==> src/rtl/sonic_ranger_multi_if.sv <==
// Signal bundle between the multi-channel ranger and its sensors / result consumers.
interface sonic_ranger_multi_if #(
    parameter int N_CH   = 2,
    parameter int DIST_W = 16
) ();
    localparam int CH_W = (N_CH > 1) ? $clog2(N_CH) : 1;

    logic                     en;
    logic [N_CH-1:0]          echo;
    logic [N_CH-1:0]          trig;
    logic [N_CH*DIST_W-1:0]   distance;
    logic [N_CH-1:0]          valid;
    logic [N_CH-1:0]          timeout;
    logic                     upd_stb;
    logic [CH_W-1:0]          upd_ch;

    modport master (
        input  en, echo,
        output trig, distance, valid, timeout, upd_stb, upd_ch
    );

    modport slave (
        output en, echo,
        input  trig, distance, valid, timeout, upd_stb, upd_ch
    );
endinterface

==> src/rtl/sonic_ranger_multi.sv <==
// Round-robin HC-SR04 ranger: one time-shared FSM triggers each sensor in its own slot,
// times the echo on a clk-derived microsecond tick and stores millimetre results per channel.
module sonic_ranger_multi #(
    parameter int CLK_HZ     = 100_000_000,
    parameter int N_CH       = 2,
    parameter int TRIG_US    = 10,
    parameter int SLOT_MS    = 60,
    parameter int TIMEOUT_US = 30000,
    parameter int DIST_W     = 16
) (
    input  logic                 clk,
    input  logic                 rst,
    sonic_ranger_multi_if.master bus
);
    localparam int CYC_US   = CLK_HZ / 1_000_000;
    localparam int TRIG_CYC = TRIG_US * CYC_US;
    localparam int SLOT_CYC = SLOT_MS * 1000 * CYC_US;
    localparam int CH_W     = (N_CH > 1) ? $clog2(N_CH) : 1;
    localparam int PRE_W    = (CYC_US > 1) ? $clog2(CYC_US) : 1;
    localparam int US_W     = $clog2(TIMEOUT_US + 1);
    localparam int SLOT_W   = $clog2(SLOT_CYC + 1);
    localparam int PROD_W   = US_W + 4;
    localparam int Q_W      = (PROD_W > DIST_W) ? PROD_W : DIST_W;
    localparam logic [Q_W-1:0] DIST_MAX = Q_W'({DIST_W{1'b1}});

    localparam logic [2:0] IDLE      = 3'd0;
    localparam logic [2:0] TRIG      = 3'd1;
    localparam logic [2:0] WAIT_RISE = 3'd2;
    localparam logic [2:0] MEASURE   = 3'd3;
    localparam logic [2:0] DONE      = 3'd4;
    localparam logic [2:0] GAP       = 3'd5;

    logic [2:0]             state;
    logic [CH_W-1:0]        ch;
    logic [SLOT_W-1:0]      slot_cnt;
    logic [PRE_W-1:0]       pre_cnt;
    logic [US_W-1:0]        us_cnt;
    logic                   res_to;
    logic [N_CH-1:0]        echo_s1, echo_s2, echo_d;
    logic [N_CH-1:0]        trig_q, valid_q, timeout_q;
    logic [N_CH*DIST_W-1:0] dist_q;
    logic                   upd_stb_q;
    logic [CH_W-1:0]        upd_ch_q;

    // NOTE: echo is asynchronous, so it passes through two flops before any logic looks at it;
    // echo_d is the one-cycle-delayed copy used only for edge detection.
    // NOTE: every register is assigned with <= so all flops sample the same pre-edge values.
    always_ff @(posedge clk or posedge rst) begin
        if (rst) begin
            echo_s1 <= '0;
            echo_s2 <= '0;
            echo_d  <= '0;
        end else begin
            echo_s1 <= bus.echo;
            echo_s2 <= echo_s1;
            echo_d  <= echo_s2;
        end
    end

    logic echo_rise, echo_fall, us_tick, us_limit;
    assign echo_rise = echo_s2[ch] & ~echo_d[ch];
    assign echo_fall = ~echo_s2[ch] & echo_d[ch];
    assign us_tick   = (pre_cnt == PRE_W'(CYC_US - 1));
    // The counter is about to reach TIMEOUT_US on this edge.
    assign us_limit  = us_tick && (us_cnt >= US_W'(TIMEOUT_US - 1));

    logic [Q_W-1:0]    prod, quot;
    logic [DIST_W-1:0] dist_new;

    // NOTE: dist_new gets a value on every path so no latch is inferred.
    always_comb begin
        prod = Q_W'(us_cnt) * Q_W'(10);
        quot = prod / Q_W'(58);
        if (res_to || (quot > DIST_MAX)) dist_new = '1;
        else                             dist_new = quot[DIST_W-1:0];
    end

    always_ff @(posedge clk or posedge rst) begin
        if (rst) begin
            state     <= IDLE;
            ch        <= '0;
            slot_cnt  <= '0;
            pre_cnt   <= '0;
            us_cnt    <= '0;
            res_to    <= 1'b0;
            trig_q    <= '0;
            dist_q    <= '0;
            valid_q   <= '0;
            timeout_q <= '0;
            upd_stb_q <= 1'b0;
            upd_ch_q  <= '0;
        end else begin
            upd_stb_q <= 1'b0;
            if (slot_cnt != SLOT_W'(SLOT_CYC)) slot_cnt <= slot_cnt + 1'b1;
            if (state == WAIT_RISE || state == MEASURE) begin
                pre_cnt <= us_tick ? '0 : pre_cnt + 1'b1;
                if (us_tick && us_cnt != US_W'(TIMEOUT_US)) us_cnt <= us_cnt + 1'b1;
            end

            case (state)
                IDLE: if (bus.en) begin
                    // slot_cnt counts the trigger-rise edge itself as cycle 1.
                    slot_cnt <= SLOT_W'(1);
                    trig_q   <= N_CH'(1) << ch;
                    state    <= TRIG;
                end
                TRIG: if (slot_cnt == SLOT_W'(TRIG_CYC)) begin
                    trig_q  <= '0;
                    pre_cnt <= '0;
                    us_cnt  <= '0;
                    state   <= WAIT_RISE;
                end
                WAIT_RISE: begin
                    if (echo_rise) begin
                        pre_cnt <= '0;
                        us_cnt  <= '0;
                        state   <= MEASURE;
                    end else if (us_limit) begin
                        res_to <= 1'b1;
                        state  <= DONE;
                    end
                end
                MEASURE: begin
                    if (echo_fall) begin
                        res_to <= 1'b0;
                        state  <= DONE;
                    end else if (us_limit) begin
                        res_to <= 1'b1;
                        state  <= DONE;
                    end
                end
                DONE: begin
                    dist_q[ch*DIST_W +: DIST_W] <= dist_new;
                    valid_q[ch]   <= ~res_to;
                    timeout_q[ch] <= res_to;
                    upd_stb_q     <= 1'b1;
                    upd_ch_q      <= ch;
                    state         <= GAP;
                end
                GAP: begin
                    // Exits one cycle early so IDLE lands the next trigger exactly one slot later;
                    // an already-expired slot leaves immediately.
                    if (slot_cnt >= SLOT_W'(SLOT_CYC - 1)) begin
                        ch    <= (ch == CH_W'(N_CH - 1)) ? '0 : ch + 1'b1;
                        state <= IDLE;
                    end
                end
                default: state <= IDLE;
            endcase
        end
    end

    assign bus.trig     = trig_q;
    assign bus.distance = dist_q;
    assign bus.valid    = valid_q;
    assign bus.timeout  = timeout_q;
    assign bus.upd_stb  = upd_stb_q;
    assign bus.upd_ch   = upd_ch_q;
endmodule

==> src/flat_wrapper.sv <==
// flat-port wrapper written by rule: the top's interface ports become plain ports
module sonic_ranger_multi_flat 
#(
    parameter int CLK_HZ     = 100_000_000,
    parameter int N_CH       = 2,
    parameter int TRIG_US    = 10,
    parameter int SLOT_MS    = 60,
    parameter int TIMEOUT_US = 30000,
    parameter int DIST_W     = 16
)
  (clk, rst, bus_en, bus_echo, bus_trig, bus_distance, bus_valid, bus_timeout, bus_upd_stb, bus_upd_ch);
  sonic_ranger_multi_if #(.N_CH(N_CH), .DIST_W(DIST_W)) bus_i ();
  input  logic clk;
  input  logic rst;
  input wire logic [$bits(bus_i.en)-1:0] bus_en;
  input wire logic [$bits(bus_i.echo)-1:0] bus_echo;
  output wire logic [$bits(bus_i.trig)-1:0] bus_trig;
  output wire logic [$bits(bus_i.distance)-1:0] bus_distance;
  output wire logic [$bits(bus_i.valid)-1:0] bus_valid;
  output wire logic [$bits(bus_i.timeout)-1:0] bus_timeout;
  output wire logic [$bits(bus_i.upd_stb)-1:0] bus_upd_stb;
  output wire logic [$bits(bus_i.upd_ch)-1:0] bus_upd_ch;
  assign bus_i.en = bus_en;
  assign bus_i.echo = bus_echo;
  assign bus_trig = bus_i.trig;
  assign bus_distance = bus_i.distance;
  assign bus_valid = bus_i.valid;
  assign bus_timeout = bus_i.timeout;
  assign bus_upd_stb = bus_i.upd_stb;
  assign bus_upd_ch = bus_i.upd_ch;
  sonic_ranger_multi #(.CLK_HZ(CLK_HZ), .N_CH(N_CH), .TRIG_US(TRIG_US), .SLOT_MS(SLOT_MS), .TIMEOUT_US(TIMEOUT_US), .DIST_W(DIST_W)) u_core (.clk(clk), .rst(rst), .bus(bus_i));
endmodule
==> config.mk <==
export PLATFORM = sky130hd
export DESIGN_NAME = sonic_ranger_multi_flat
export DESIGN_NICKNAME = d
export VERILOG_FILES = /design/src/rtl/sonic_ranger_multi_if.sv /design/src/rtl/sonic_ranger_multi.sv /design/src/flat_wrapper.sv
export SDC_FILE = /design/constraint.sdc
export NUM_CORES = 1
export LEC_CHECK = 0
export ABC_AREA = 0
export CORE_ASPECT_RATIO = 2
export CORE_MARGIN = 2
export CORE_UTILIZATION = 40
export CTS_CLUSTER_DIAMETER = 100
export DETAILED_ROUTE_END_ITERATION = 16
export DONT_BUFFER_PORTS = 1
export SLEW_MARGIN = 20
export SYNTH_ARGS = -nofsm -noshare
export SYNTH_HDL_FRONTEND = slang
export SYNTH_SLANG_ARGS = --single-unit
==> constraint.sdc <==
create_clock -name clk -period 19.4 [get_ports clk]
set_input_delay 0.97 -clock clk [delete_from_list [all_inputs] [get_ports clk]]
set_output_delay 0.97 -clock clk [all_outputs]
set_load 0.005 [all_outputs]
Word level (Yosys, flattened, before mapping)
Cells that the tools add are included.
Cells by class
  div/mod/pow operators: 1
  $mul: 1
  $lt $le $gt $ge: 5
  multiplexer cells: 39
  reduce and logical (&&, ||, !) cells: 12
  shift-type cells: 3
  bitwise gates (word level): 5
  equality and inequality tests: 13
  add/subtract/negate cells: 5
Operators with widths (number)
  23-bit two-way mux: 3
  15-bit two-way mux: 4
  5-bit negation with 34-bit output: 1
  16-bit by 34-bit variable shift with 32-bit output (first input constant): 1
  16-bit by 34-bit indexed part select with 32-bit output: 1
  32-bit bitwise mux: 1
  15-bit one-hot mux with 2 select lines: 1
  7-bit two-way mux: 4
  23-bit by 1-bit adder with 23-bit output (second input constant): 1
  23-bit by 10-bit == test with 1-bit output (second input constant): 1
  23-bit greater-or-equal comparator (second input constant): 1
  23-bit inequality test (second input constant): 1
  19-bit by 6-bit divider with 19-bit output (second input constant): 1
  19-bit by 16-bit greater-than comparator with 1-bit output (second input constant): 1
  15-bit by 3-bit multiplier with 18-bit output (second input constant): 1
  3-bit two-way mux: 6
  3-bit one-hot mux with 6 select lines: 1
  16-bit two-way mux: 1
  15-bit by 1-bit adder with 15-bit output (second input constant): 1
  15-bit greater-or-equal comparator (second input constant): 1
  15-bit inequality test (second input constant): 1
  7-bit one-hot mux with 2 select lines: 1
  1-bit two-way mux: 10
  7-bit by 1-bit adder with 7-bit output (second input constant): 1
  23 further kinds: 38
Word-level totals
  input bits: 5
  bits in writable memories: 0
  bits in latches: 0
  register bits after elaboration: 96
  ROM bits: 0
  memories: 0

Depth between registers and ports, before layout
  depth after elaboration: 7
  depth in mapped cells: 42

Worst setup path before layout
Ideal clock, no wire load.
  kind: reg-to-reg
  start: register u_core.us_cnt[1]
  end: register u_core.dist_q[0], in the netlist u_core.bus.distance[0]
  stages on the path, launching flop included: 39
  setup time: 0.125 ns
  data required time: 19.275 ns
  clock period less this slack: 9.669 ns
  arrival time: 9.544 ns
  setup slack: 9.731 ns
  path through: dfrtp_1 > ha_1 > ha_1 > fa_1 > a21o_1 > a221o_1 > buf_6 > a211o_1 > a22oi_4 > o21ai_1 > a21o_1 > o2111ai_2 > a21boi_4 > a211oi_2 > o2bb2ai_1 > a311oi_1 > or4_1 > buf_2 > [... 3 more ...] > nand3_1 > o21ai_1 > mux2i_4 > nand2_1 > o31a_1 > maj3_2 > a221oi_4 > nor2_1 > buf_2 > and3_1 > o31a_1 > o21ai_1 > a21oi_1 > a31oi_1 > nand4_1 > a21o_1 > a2111o_1 > mux2_2
On the way
  cells in the longest elaborated chain, start to end: 7
Ends and longest elaborated chain
  from (decl): line sonic_ranger_multi.sv:37  | logic [US_W-1:0] us_cnt;
  from (signal assigned): line sonic_ranger_multi.sv:97  | if (us_tick && us_cnt != US_W'(TIMEOUT_US)) us_cnt <= us_cnt + 1'b1;
  15-bit by 3-bit multiplier with 18-bit output (*): line sonic_ranger_multi.sv:72  | prod = Q_W'(us_cnt) * Q_W'(10);
  19-bit by 6-bit divider with 19-bit output (*): line sonic_ranger_multi.sv:73  | quot = prod / Q_W'(58);
  19-bit by 16-bit greater-than comparator with 1-bit output: line sonic_ranger_multi.sv:74  | if (res_to || (quot > DIST_MAX)) dist_new = '1;
  1-bit logical OR: line sonic_ranger_multi.sv:74
  16-bit two-way mux (*): line sonic_ranger_multi.sv:74
  16-bit by 34-bit indexed part select with 32-bit output (*): line sonic_ranger_multi.sv:133  | dist_q[ch*DIST_W +: DIST_W] <= dist_new;
  32-bit bitwise mux (*): line sonic_ranger_multi.sv:133
  to (signal, indexed assignment): line sonic_ranger_multi.sv:133
  to (decl): line sonic_ranger_multi.sv:41  | logic [N_CH*DIST_W-1:0] dist_q;
Mark *: on every way between the ends. The rest lies on a longest branch, timed or not.
A chain may end at the register's enable or synchronous reset.

Final worst setup path
Ends and elaborated chain as after synthesis.

==> impl_metrics.sql <==
INSERT INTO impl_metrics (metric_group, metric, value, unit) VALUES
('status', 'run_status', 'completed', ''),
('timing', 'finalSetupTns', '0', 'ns'),
('floorplanning', 'design.portCount', '45', ''),
('clock_tree', 'worst_setup_hold_path_clk_slew', '0.07', 'ns'),
('timing', 'finalClockSkew', '0.009104', 'ns'),
('route', 'vias', '8356', ''),
('clock_tree', 'cts.repair.resized', '0', ''),
('global_routing', 'grt_start_max_net_pins', '57', ''),
('route', 'wl_per_cell', '19.10', 'um'),
('placement', 'hpwlAfterDp', '19690', 'um'),
('finish', 'insertedDiodeCount', '0', ''),
('global_routing', 'globalRoute.totalOverflow', '0', ''),
('logic_synthesis', 'syn_area_per_cell', '8.113', 'um^2'),
('finish', 'finish.instance_area', '0.009281', 'mm^2'),
('placement', 'post_dp_cell_area', '0.008992', 'mm^2'),
('logic_synthesis', 'synth_async_sr_flop_share', '1.000', ''),
('route', 'drc', '0', ''),
('finish', 'area.growth.synth_to_final', '5.444', '%'),
('global_routing', 'grt_util_all_layers', '0.2196', ''),
('power', 'static-leakage-power', '3.846', 'nW'),
('worst_setup_path', 'worst_setup_path_start_kind', 'flop', ''),
('clock_tree', 'ctsHtreeMaxLevel', '3', ''),
('logic_synthesis', 'synthAdderAreaFrac', '0.05131', ''),
('logic_synthesis', 'mappedNetlistArea', '0.008802', 'mm^2'),
('floorplanning', 'floorplan.die.height', '213.8', 'um'),
('logic_synthesis', 'synth_mux_area_frac', '0.01919', ''),
('min_path', 'worstHoldPathType', 'reg -> reg', ''),
('worst_setup_path', 'crit_required', '19.64', 'ns'),
('logic_synthesis', 'synth_flop_type', 'dfrtp_1', ''),
('timing', 'fin_ws', '7.259', 'ns'),
('floorplanning', 'row_count', '76', ''),
('clock_tree', 'cts.path.max_buffers', '2', ''),
('placement', 'buffer_ports.inserted', '0', ''),
('timing', 'period_needed', '12.14', 'ns'),
('logic_synthesis', 'synth_seq_area_share', '0.2672', ''),
('clock_tree', 'cts_buffers', '9', ''),
('floorplanning', 'die_area', '0.02328', 'mm^2'),
('placement', 'dp_cells', '1320', ''),
('global_routing', 'via_count_of_the_first_global_routing_pass', '8304', ''),
('logic_synthesis', 'synth_top_family_by_area', 'compound AO/OA/AOI/OAI gates', ''),
('finish', 'utilization', '0.4300', ''),
('route', 'vias_per_cell', '6.254', ''),
('timing', 'finalHoldViolations', '0', ''),
('timing', 'timing.slew.headroom', '0.2887', ''),
('placement', 'routabilityCongestion', '0.8852', ''),
('clock_tree', 'clk-insertion-delay-late', '0.35', 'ns'),
('clock_tree', 'cts_tree', 'done', ''),
('route', 'first_pass_iters', '6', ''),
('global_routing', 'grt_pass1_wl', '40680', 'um'),
('route', 'final_antenna_net_count', '0', ''),
('clock_tree', 'clock_root_buffer', 'clkbuf_16', ''),
('worst_setup_path', 'maximum_fanout_encountered_on_the_critical_timing_path', '20', ''),
('logic_synthesis', 'postSynthNetCount', '1123', ''),
('floorplanning', 'core_area', '0.02159', 'mm^2'),
('logic_synthesis', 'synth-simple-area-share', '0.2506', ''),
('clock_tree', 'cts_post_setup_buffers_inserted', '0', ''),
('global_routing', 'met2_track_usage_gr', '0.4153', ''),
('global_routing', 'grtUsageMet1', '0.2107', ''),
('worst_setup_path', 'cp_slowest_stage_delay', '0.79', 'ns'),
('global_routing', 'initial_antenna_violation_count', '0', ''),
('timing', 'final-setup-viol-count', '0', ''),
('worst_setup_path', 'critPathSlowestCell', 'o211ai_1', ''),
('clock_tree', 'clkSinkCount', '94', ''),
('logic_synthesis', 'syn-instance-count', '1085', ''),
('global_routing', 'most_utilized_layer_in_the_global_route_result', 'met2', ''),
('timing', 'grt_setup_unrepaired', 'no', ''),
('logic_synthesis', 'synthDistinctLibCells', '112', ''),
('timing', 'period_share', '0.6258', ''),
('worst_setup_path', 'timing.setup.critical_path_class', 'reg -> reg', ''),
('route', 'drt-total-wl', '25520', 'um'),
('logic_synthesis', 'yosysWarningCount', '0', '');
critical path, delay by kind of cell (launching register included):
kind | cells | cell delay [ns]
AO/OA/AOI/OAI | 21 | 7.10
XOR/XNOR | 2 | 1.09
adder cells (fa/ha/maj) | 3 | 1.02
flip-flops | 1 | 0.50
multiplexers | 2 | 0.41
AND/OR/NAND/NOR | 7 | 1.87
final timing paths:
check	from	end	slack, ns	cells past startpoint
worst max register to register	u_core.us_cnt[1]	u_core.bus.distance[0]	7.26	35
min in group asynchronous	rst	u_core.us_cnt[12]	0.51	1
max in group asynchronous	rst	u_core.bus.distance[27]	17.78	2
worst min register to register	u_core.echo_s1[1]	u_core.echo_s2[1]	0.35	0
worst max-delay path	u_core.us_cnt[1]	u_core.bus.distance[0]	7.26	35
worst min-delay path	u_core.echo_s1[1]	u_core.echo_s2[1]	0.35	0
synth_stat cells, types with 10 or more instances:
library cell    n  area share
o21ai_1        15      0.0085
o21ai_0        69       0.039
a31oi_1        14      0.0099
buf_2          10      0.0057
or3_1          14      0.0099
o211ai_1       13       0.011
nor2_1        108       0.046
nor4_1         17       0.012
and3_1         16       0.011
a21o_1         17       0.014
dfrtp_1        94        0.27
nand4_1        19       0.014
o31ai_1        15       0.013
nand2_1       139       0.059
ha_1           32       0.045
nor2b_1        11      0.0078
nand3_1        42       0.024
clkbuf_1       29       0.012
xor2_1         28       0.028
xnor2_1        31       0.031
inv_1          20      0.0085
a211oi_1       19       0.016
nand2b_1       10      0.0071
a21oi_1        58       0.033
nor3_1         28       0.016
area by class of cell:
| cell class | count | area (um^2) |
|---|---|---|
| Clock inverter | 7 | 61.31 |
| Timing Repair Buffer | 10 | 75.07 |
| Fill cell | 2188 | 12300 |
| Multi-Input combinational cell | 923 | 6148 |
| Sequential cell | 94 | 2352 |
| Clock buffer | 9 | 225.2 |
| Tap cell | 273 | 341.6 |
| Inverter | 20 | 77.57 |
cells by family (layout without fill, tap and decap cells):
logic type,after synthesis,after routing
AOI/OAI and AO/OA,362,362
buffers and inverters,68,46
adders and majority gates,36,36
and+or+nand+nor,447,447
muxes,15,15
xor gates and xnor gates,63,63
DFF,94,94
power by group:
group / switching (W) / internal [W] / leakage [nW]
Clock: 0.0000847 / 0.0000900 / 0.141
Sequential: 0.000000296 / 0.000196 / 1.26
Combinational: 0.00000399 / 0.000000430 / 2.45
Total: 0.0000890 / 0.000287 / 3.85
routing by layer:
metal,wire [um],share of wire
met1,9199,0.36
met2,13820,0.54
met3,640,0.025
met4,1863,0.073
met5,0,0
cell usage in the layout (no fill, tap or decap), types with 8 or more instances in the layout:
master	instances
and2_1	8
a21o_1	17
nand2b_1	10
and3_1	16
mux2i_1	9
xnor2_1	31
nand4_1	19
nor4_1	17
buf_4	10
inv_1	19
dfrtp_1	94
nor3_1	27
xor2_1	28
nor2b_1	11
o21ai_0	69
a31oi_1	14
a211oi_1	19
or3_1	14
nand2_1	139
o21ai_1	15
a21oi_1	58
o31ai_1	15
o21a_1	9
nor2_1	107
ha_1	32
clkbuf_16	9
o2111ai_1	9
nand3_1	42
o211ai_1	13
registers in the layout, indices dropped and copies added, names as in the netlist:
name and flops:
u_core.res_to 1, u_core.bus.valid 2, u_core.echo_d 2, u_core.bus.upd_stb 1, u_core.bus.distance 30, u_core.us_cnt 15, u_core.echo_s2 2, u_core.echo_s1 2
u_core.pre_cnt 7, u_core.bus.upd_ch 1, u_core.slot_cnt 23, u_core.bus.timeout 2, u_core.ch 1, u_core.bus.trig 2, u_core.state 3
stage by stage:
step | hold WS [ns] | power [W]
2_1_floorplan | 0.3312 | 0.0002038
6_report | 0.3498 | 0.0003758
3_5_place_dp | 0.3356 | 0.0002055
5_1_grt | 0.3569 | 0.0003878
4_1_cts | 0.3525 | 0.0003811
3_3_place_gp | 0.3338 | 0.0002053
No activity file was read; power rests on OpenSTA's default activity.
